--- src/rtl/alu_operand_stage.sv ---
// alu_operand_stage: ID/EX operand forwarding, immediate mux and ALU decode behind a 2-entry skid buffer
module alu_operand_stage #(
    parameter int W  = 16,
    parameter int RA = 3
) (
    input  logic          clk,
    input  logic          rst_n,
    input  logic          flush,
    input  logic          in_valid,
    output logic          in_ready,
    input  logic [RA-1:0] in_rs_addr,
    input  logic [RA-1:0] in_rt_addr,
    input  logic [W-1:0]  in_rs_data,
    input  logic [W-1:0]  in_rt_data,
    input  logic [W-1:0]  in_imm,
    input  logic          in_alu_src,
    input  logic [1:0]    in_alu_op,
    input  logic [3:0]    in_funct,
    input  logic          exm_wr_en,
    input  logic [RA-1:0] exm_wr_addr,
    input  logic [W-1:0]  exm_wr_data,
    input  logic          wb_wr_en,
    input  logic [RA-1:0] wb_wr_addr,
    input  logic [W-1:0]  wb_wr_data,
    output logic          out_valid,
    input  logic          out_ready,
    output logic [W-1:0]  alu_a,
    output logic [W-1:0]  alu_b,
    output logic [2:0]    alu_control,
    output logic          illegal_op
);
    typedef enum logic [1:0] {EMPTY, ONE, TWO} state_t;
    typedef struct packed {
        logic [W-1:0] a;
        logic [W-1:0] b;
        logic [2:0]   ctrl;
        logic         ill;
    } entry_t;
    state_t state_q, state_d;
    entry_t main_q, main_d, skid_q, skid_d, new_e;
    logic [W-1:0] rs_fwd, rt_fwd;
    logic acc, con;
    assign rs_fwd = in_rs_addr == '0 ? '0 :
                    exm_wr_en && exm_wr_addr == in_rs_addr ? exm_wr_data :
                    wb_wr_en && wb_wr_addr == in_rs_addr ? wb_wr_data : in_rs_data;
    assign rt_fwd = in_rt_addr == '0 ? '0 :
                    exm_wr_en && exm_wr_addr == in_rt_addr ? exm_wr_data :
                    wb_wr_en && wb_wr_addr == in_rt_addr ? wb_wr_data : in_rt_data;
    assign new_e.a    = rs_fwd;
    assign new_e.b    = in_alu_src ? in_imm : rt_fwd;
    assign new_e.ctrl = in_alu_op == 2'b01 ? 3'b001 :
                        in_alu_op == 2'b11 ? 3'b100 :
                        in_alu_op == 2'b10 && in_funct <= 4'd4 ? in_funct[2:0] : 3'b000;
    assign new_e.ill  = in_alu_op == 2'b10 && in_funct > 4'd4;
    assign in_ready    = rst_n && state_q != TWO;
    assign out_valid   = state_q != EMPTY;
    assign acc         = in_valid && in_ready;
    assign con         = out_valid && out_ready;
    assign alu_a       = main_q.a;
    assign alu_b       = main_q.b;
    assign alu_control = main_q.ctrl;
    assign illegal_op  = main_q.ill;
    always_comb begin
        state_d = state_q;
        main_d  = main_q;
        skid_d  = skid_q;
        case (state_q)
            EMPTY: if (acc) begin
                state_d = ONE;
                main_d  = new_e;
            end
            ONE: if (acc && con) main_d = new_e;
            else if (acc) begin
                skid_d  = new_e;
                state_d = TWO;
            end else if (con) state_d = EMPTY;
            TWO: if (con) begin
                main_d  = skid_q;
                state_d = ONE;
            end
            default: state_d = EMPTY;
        endcase
        if (flush) state_d = EMPTY;
    end
    always_ff @(posedge clk) begin
        if (!rst_n) begin
            state_q <= EMPTY;
            main_q  <= '0;
            skid_q  <= '0;
        end else begin
            state_q <= state_d;
            main_q  <= main_d;
            skid_q  <= skid_d;
        end
    end
endmodule

--- config.mk ---
export PLATFORM = sky130hd
export DESIGN_NAME = alu_operand_stage
export DESIGN_NICKNAME = d
export VERILOG_FILES = /design/src/rtl/alu_operand_stage.sv
export SDC_FILE = /design/constraint.sdc
export NUM_CORES = 1
export LEC_CHECK = 0
export ABC_CLOCK_PERIOD_IN_PS = 4710
export CAP_MARGIN = 10
export CORE_ASPECT_RATIO = 0.5
export CORE_MARGIN = 2
export CORE_UTILIZATION = 25
export DETAILED_ROUTE_END_ITERATION = 16
export GPL_ROUTABILITY_DRIVEN = 0
export PLACE_DENSITY = 0.51
export SLEW_MARGIN = 15
export SYNTH_ARGS = -nofsm -noshare
export SYNTH_HDL_FRONTEND = slang
export SYNTH_SLANG_ARGS = --single-unit
export TNS_END_PERCENT = 100
--- constraint.sdc ---
create_clock -name clk -period 4.71 [get_ports clk]
set_input_delay 0.7065 -clock clk [delete_from_list [all_inputs] [get_ports clk]]
set_output_delay 0.7065 -clock clk [all_outputs]
set_load 0.1 [all_outputs]
Word level (Yosys, flattened, before mapping). Index checks and enable logic that the tools add are counted.

Logic and storage cells: 67. Output and inout bits: 38. Register bits: 74. Input port bits: 106.

Multiplexer cells: 20. $lt $le $gt $ge: 2. Eq/ne operators: 15. Bitwise gates (word level): 2. Reduce and logical (&&, ||, !) cells: 19.

Operators by type and width (number): two-way mux 16 bit (7); two-way mux 36 bit (3); case mux 36 bit (3 select lines) (1); equality test 3 bit (4); logical AND 1 bit (10); two-way mux 2 bit (5); != test 2 bit, second input constant (5); two-way mux 3 bit (3); AND reduction 4 bit (2); equality test 2 bit, second input constant (3); zero test 3 bit (2); case mux 2 bit (3 select lines) (1); equality test 2 x 1 -> 1 bit, second input constant (2); > comparator 4 x 3 -> 1 bit, second input constant (1); <= comparator 4 x 3 -> 1 bit, second input constant (1); != test 3 bit, second input constant (1); AND reduction 3 bit (1); nonzero test 3 bit (1); zero test 2 bit (1); inverter 1 bit (2); nonzero test 2 bit (1); OR reduction 2 bit (1).

Logic depth before layout (Yosys ltp).
Depth in word-level cells: 8. Gate-level depth with buffers: 6. Depth with buffers taken out: 4.

Least setup slack after synthesis. Ideal clock, no wire load.

Path type: input to output. From: in rst_n. To: out in_ready. Path slack: 1.296 ns. Stages: 5. Path buffers: 3. Data required time: 4.003 ns. Arrival time: 2.707 ns. Path through: clkbuf_1 > inv_2 > buf_1 > clkbuf_1 > nor2_1.

Longest elaborated chain between the ends: 1.

Ends and longest elaborated chain: from (decl) (RTL line 7) `input logic rst_n,`; logical AND 1 bit (RTL line 55) `assign in_ready = rst_n && state_q != TWO;`; to (decl) (RTL line 10) `output logic in_ready,`.

No other way between the ends.

Worst setup path after layout.
From: reg state_q[1]. To: out out_valid.

Longest elaborated chain between the ends: 1.

Ends and longest elaborated chain: from (decl) (RTL line 39) `state_t state_q, state_d;`; from (signal assigned) (RTL line 91) `state_q <= state_d;`; nonzero test 2 bit (RTL line 56) `assign out_valid = state_q != EMPTY;`; to (decl) (RTL line 25) `output logic out_valid,`.

No other way between the ends.

==> metrics.md <==
| Metric | Value |
|---|---|
| Status | completed |
| Met2 WL | 9.72 mm |
| Routed len/inst | 21.4 um |
| Non-Filler Instances | roughly 1000 |
| DP Area | 6360 um2 |
| Pre-Repair DR Iteration Count | 5 |
| Worst skew pair latency | 0.35 ns |
| WL met3 | around 1.5 mm |
| Final Instance Area | 6670 um2 |
| Final hold vios | 0 |
| Dpl hpwl | approximately 15 mm |
| Filler cell count in the final layout | just under 2000 |
| GRT Util Overall | about 21% |
| CTS tree | built |
| Ant diodes | 0 |
| Synthesized area per cell | 7.37 um2 |
| Data arrival time of the worst path | between 2 and 3 ns |
| Tightest Pin Transition | 1.12 ns |
| Top cells by area, synth | dfxtp_1 31%, o21ai_0 11%, clkbuf_1 4.6% |
| Critical Path RT | 4.00 ns |
| Share of the synthesized area in the top cell type | 31.5% |
| # clock sinks | 74 |
| Longest Clk Path Bufs | 2 |
| Routed vias/inst | approximately 5.6 |
| Initial antenna violation count | 0 |
| PostCTS Resize Cnt | 0 |
| Seq/Total Area, Yosys | 31.5% |
| Initial Util | 25.5% |
| Area delta synth->final | 41.6% |
| Grt ovf | 0 |
| Die height | 101 um |
| H-tree depth | 3 |
| CTS Buf Count | 9 |
| CP endpoint kind | primary output |
| Unique cell type count in the Yosys netlist | between 40 and 50 |
| FF+latch count, synth | 74 |
| Layout cells sized above 1 | just over 7% |
| Vias in the first global route | 5364 |
| Register share of total power | between 30% and 40% |
| Die W | approximately 200 um |
| CTS Hold Bufs | 0 |
| Synth area leader | dfxtp_1 |
| Largest net degree at the start of global routing | 52 |
| Syn nets | 745 |
| Synth warn | 0 |
| Logic pwr share | between 30% and 40% |
| Final TNS setup | 0 ns |
| Clk root buf | clkbuf_16 |
| DRC Markers | 0 |
| Clock power share | 32.9% |
| Slew Limit Fails | 0 |
| Switching share of power | 39.3% |
| Core area | roughly 18000 um2 |
| Nets | 849 |
| CP startpoint kind | flop |
| Net Sw Power | 0.000814 W |
| Slew HR | 25.6% |
| Commonest non-fill, non-tap cells in the layout | 142 x clkdlybuf4s50_1, 100 x o21ai_0, 74 x dfxtp_1 |
| CP Max Fanout | 25 |
| Top Metal Used | met4 |
| FP Rows | 35 |
| Ports | 144 |
| Clock slew at reported path FFs | 0.07 ns |
| Setup violations, final | 0 |
| Setup Skew | around 0.013 ns |
| First-pass GRT wire length | between 30 and 40 mm |
| Multi-input logic area | 2960 um2 |
| Placed Cells | 991 |
| Mapped cell area | 4710 um2 |
| LEAKAGE | 2.23 nW |
| Iter 0 DRT Violations | between 500 and 600 |
| Ys async rst share | 0% |
| Commonest non-fill, non-tap cell in the layout | clkdlybuf4s50_1 |
| Unrepaired setup endpoints after global routing | false |
| Final wirelength | ~22 mm |
| Worst Hold Class | reg -> reg |
| Peak supply drop | 147 uV |
| PortBufs | 143 |
| Top_reg_cell synth | dfxtp_1 |
| Fmax | 0.300 GHz |
| Synth Instances | 639 |
| Postcts setup bufs | 0 |
| Wire length on met1 | 10.2 mm |
| P_int | 0.00126 W |
| Number of synthesized flops with an enable pin | 0 |
| Power Density | 310 nW/um2 |
| Setup Crit Path Kind | reg -> out |
| Max cap viols | 0 |
| Sequential cell area | 1480 um2 |
| Final ANT Viol Nets | 0 |
| Die Area | 20000 um2 |
| Post-layout min period | 3.34 ns |
| Final cycle utilization of the critical path | 70.8% |
| Via count | 5610 |
[power groups by stage]
stage	clock network [W]	registers, W	logic [W]
2_1_floorplan	0	0.000920	0.000217
3_3_place_gp	0	0.000703	0.000692
3_5_place_dp	0	0.000704	0.000691
4_1_cts	0.000689	0.000691	0.000693
5_1_grt	0.000714	0.000694	0.000732
6_report	0.000681	0.000690	0.000699
[worst max-delay path, stage by stage, from the launching register on]
cell and delay (ns):
dfxtp_1 0.91, or2_2 0.24, clkdlybuf4s50_1 1.14
[path summary, 6_finish.rpt]
| check | start | end | slack, ns | cells after the start |
|---|---|---|---|---|
| max | state_q[1] | out_valid | 1.37 | 2 |
| min | skid_q[33] | skid_q[33] | 0.46 | 2 |
| max reg2reg | state_q[1] | alu_b[6] | 2.11 | 6 |
| min reg2reg | skid_q[33] | skid_q[33] | 0.46 | 2 |
[registers in the layout, summed over array words and instances, names as in the netlist]
name         flops
alu_a           16
skid_q          36
alu_b           16
alu_control      3
state_q          2
illegal_op       1
[cell usage after synthesis, types with 2 or more instances]
library cell	number
o21ai_0	101
dfxtp_1	74
clkbuf_1	58
nand2_1	54
a21oi_1	42
nor2_1	40
nor3_1	37
inv_1	17
nand3_1	17
nor3b_1	17
o31ai_1	17
a31oi_1	16
a41oi_1	16
nor4_1	16
o211ai_1	16
o221ai_1	16
o32ai_1	16
a221oi_2	10
xnor2_1	9
a221oi_1	6
xor2_1	6
buf_2	4
mux2i_1	4
nand2b_1	3
nor2b_1	3
and4_1	2
buf_1	2
nand4_1	2
nor4b_1	2
or2_2	2
or3_1	2
[kinds of logic (layout without fill, tap and decap cells)]
family	Yosys count	in the layout	share of synthesized area, %
flops	74	74	31.5
compound gates	261	261	36.7
mux	4	4	0.850
simple gates	202	202	21.3
xor+xnor	15	15	2.79
buf+inv	83	192	6.88
[metal layers]
layer	vias to the layer above	global-route usage [%]
met5	-	0
met4	0	4.80
met3	18	4.62
met2	224	33.5
met1	2726	30.2
li1	2642	-
[final cells by class]
cell class / count / area share (%)
clock buffers: 11 / 3.64
clock inverters: 5 / 0.582
inverters: 18 / 1.01
multi-input cells: 482 / 44.4
flip-flops and latches: 74 / 22.2
well taps: 259 / 4.86
repair buffers: 158 / 23.3
[metrics by stage]
step                      hold WS (ns)  util, %  setup WS [ns]  power [W]
after floorplan                  0.420        -           1.30    0.00114
after global placement           0.432     34.5           1.40    0.00139
after detailed placement         0.442     34.5           1.33    0.00139
after CTS                        0.458     36.1           1.37    0.00207
after global routing             0.477     36.2           1.31    0.00214
final                            0.456     36.2           1.37    0.00207
Power figures use the tool's default switching activity.
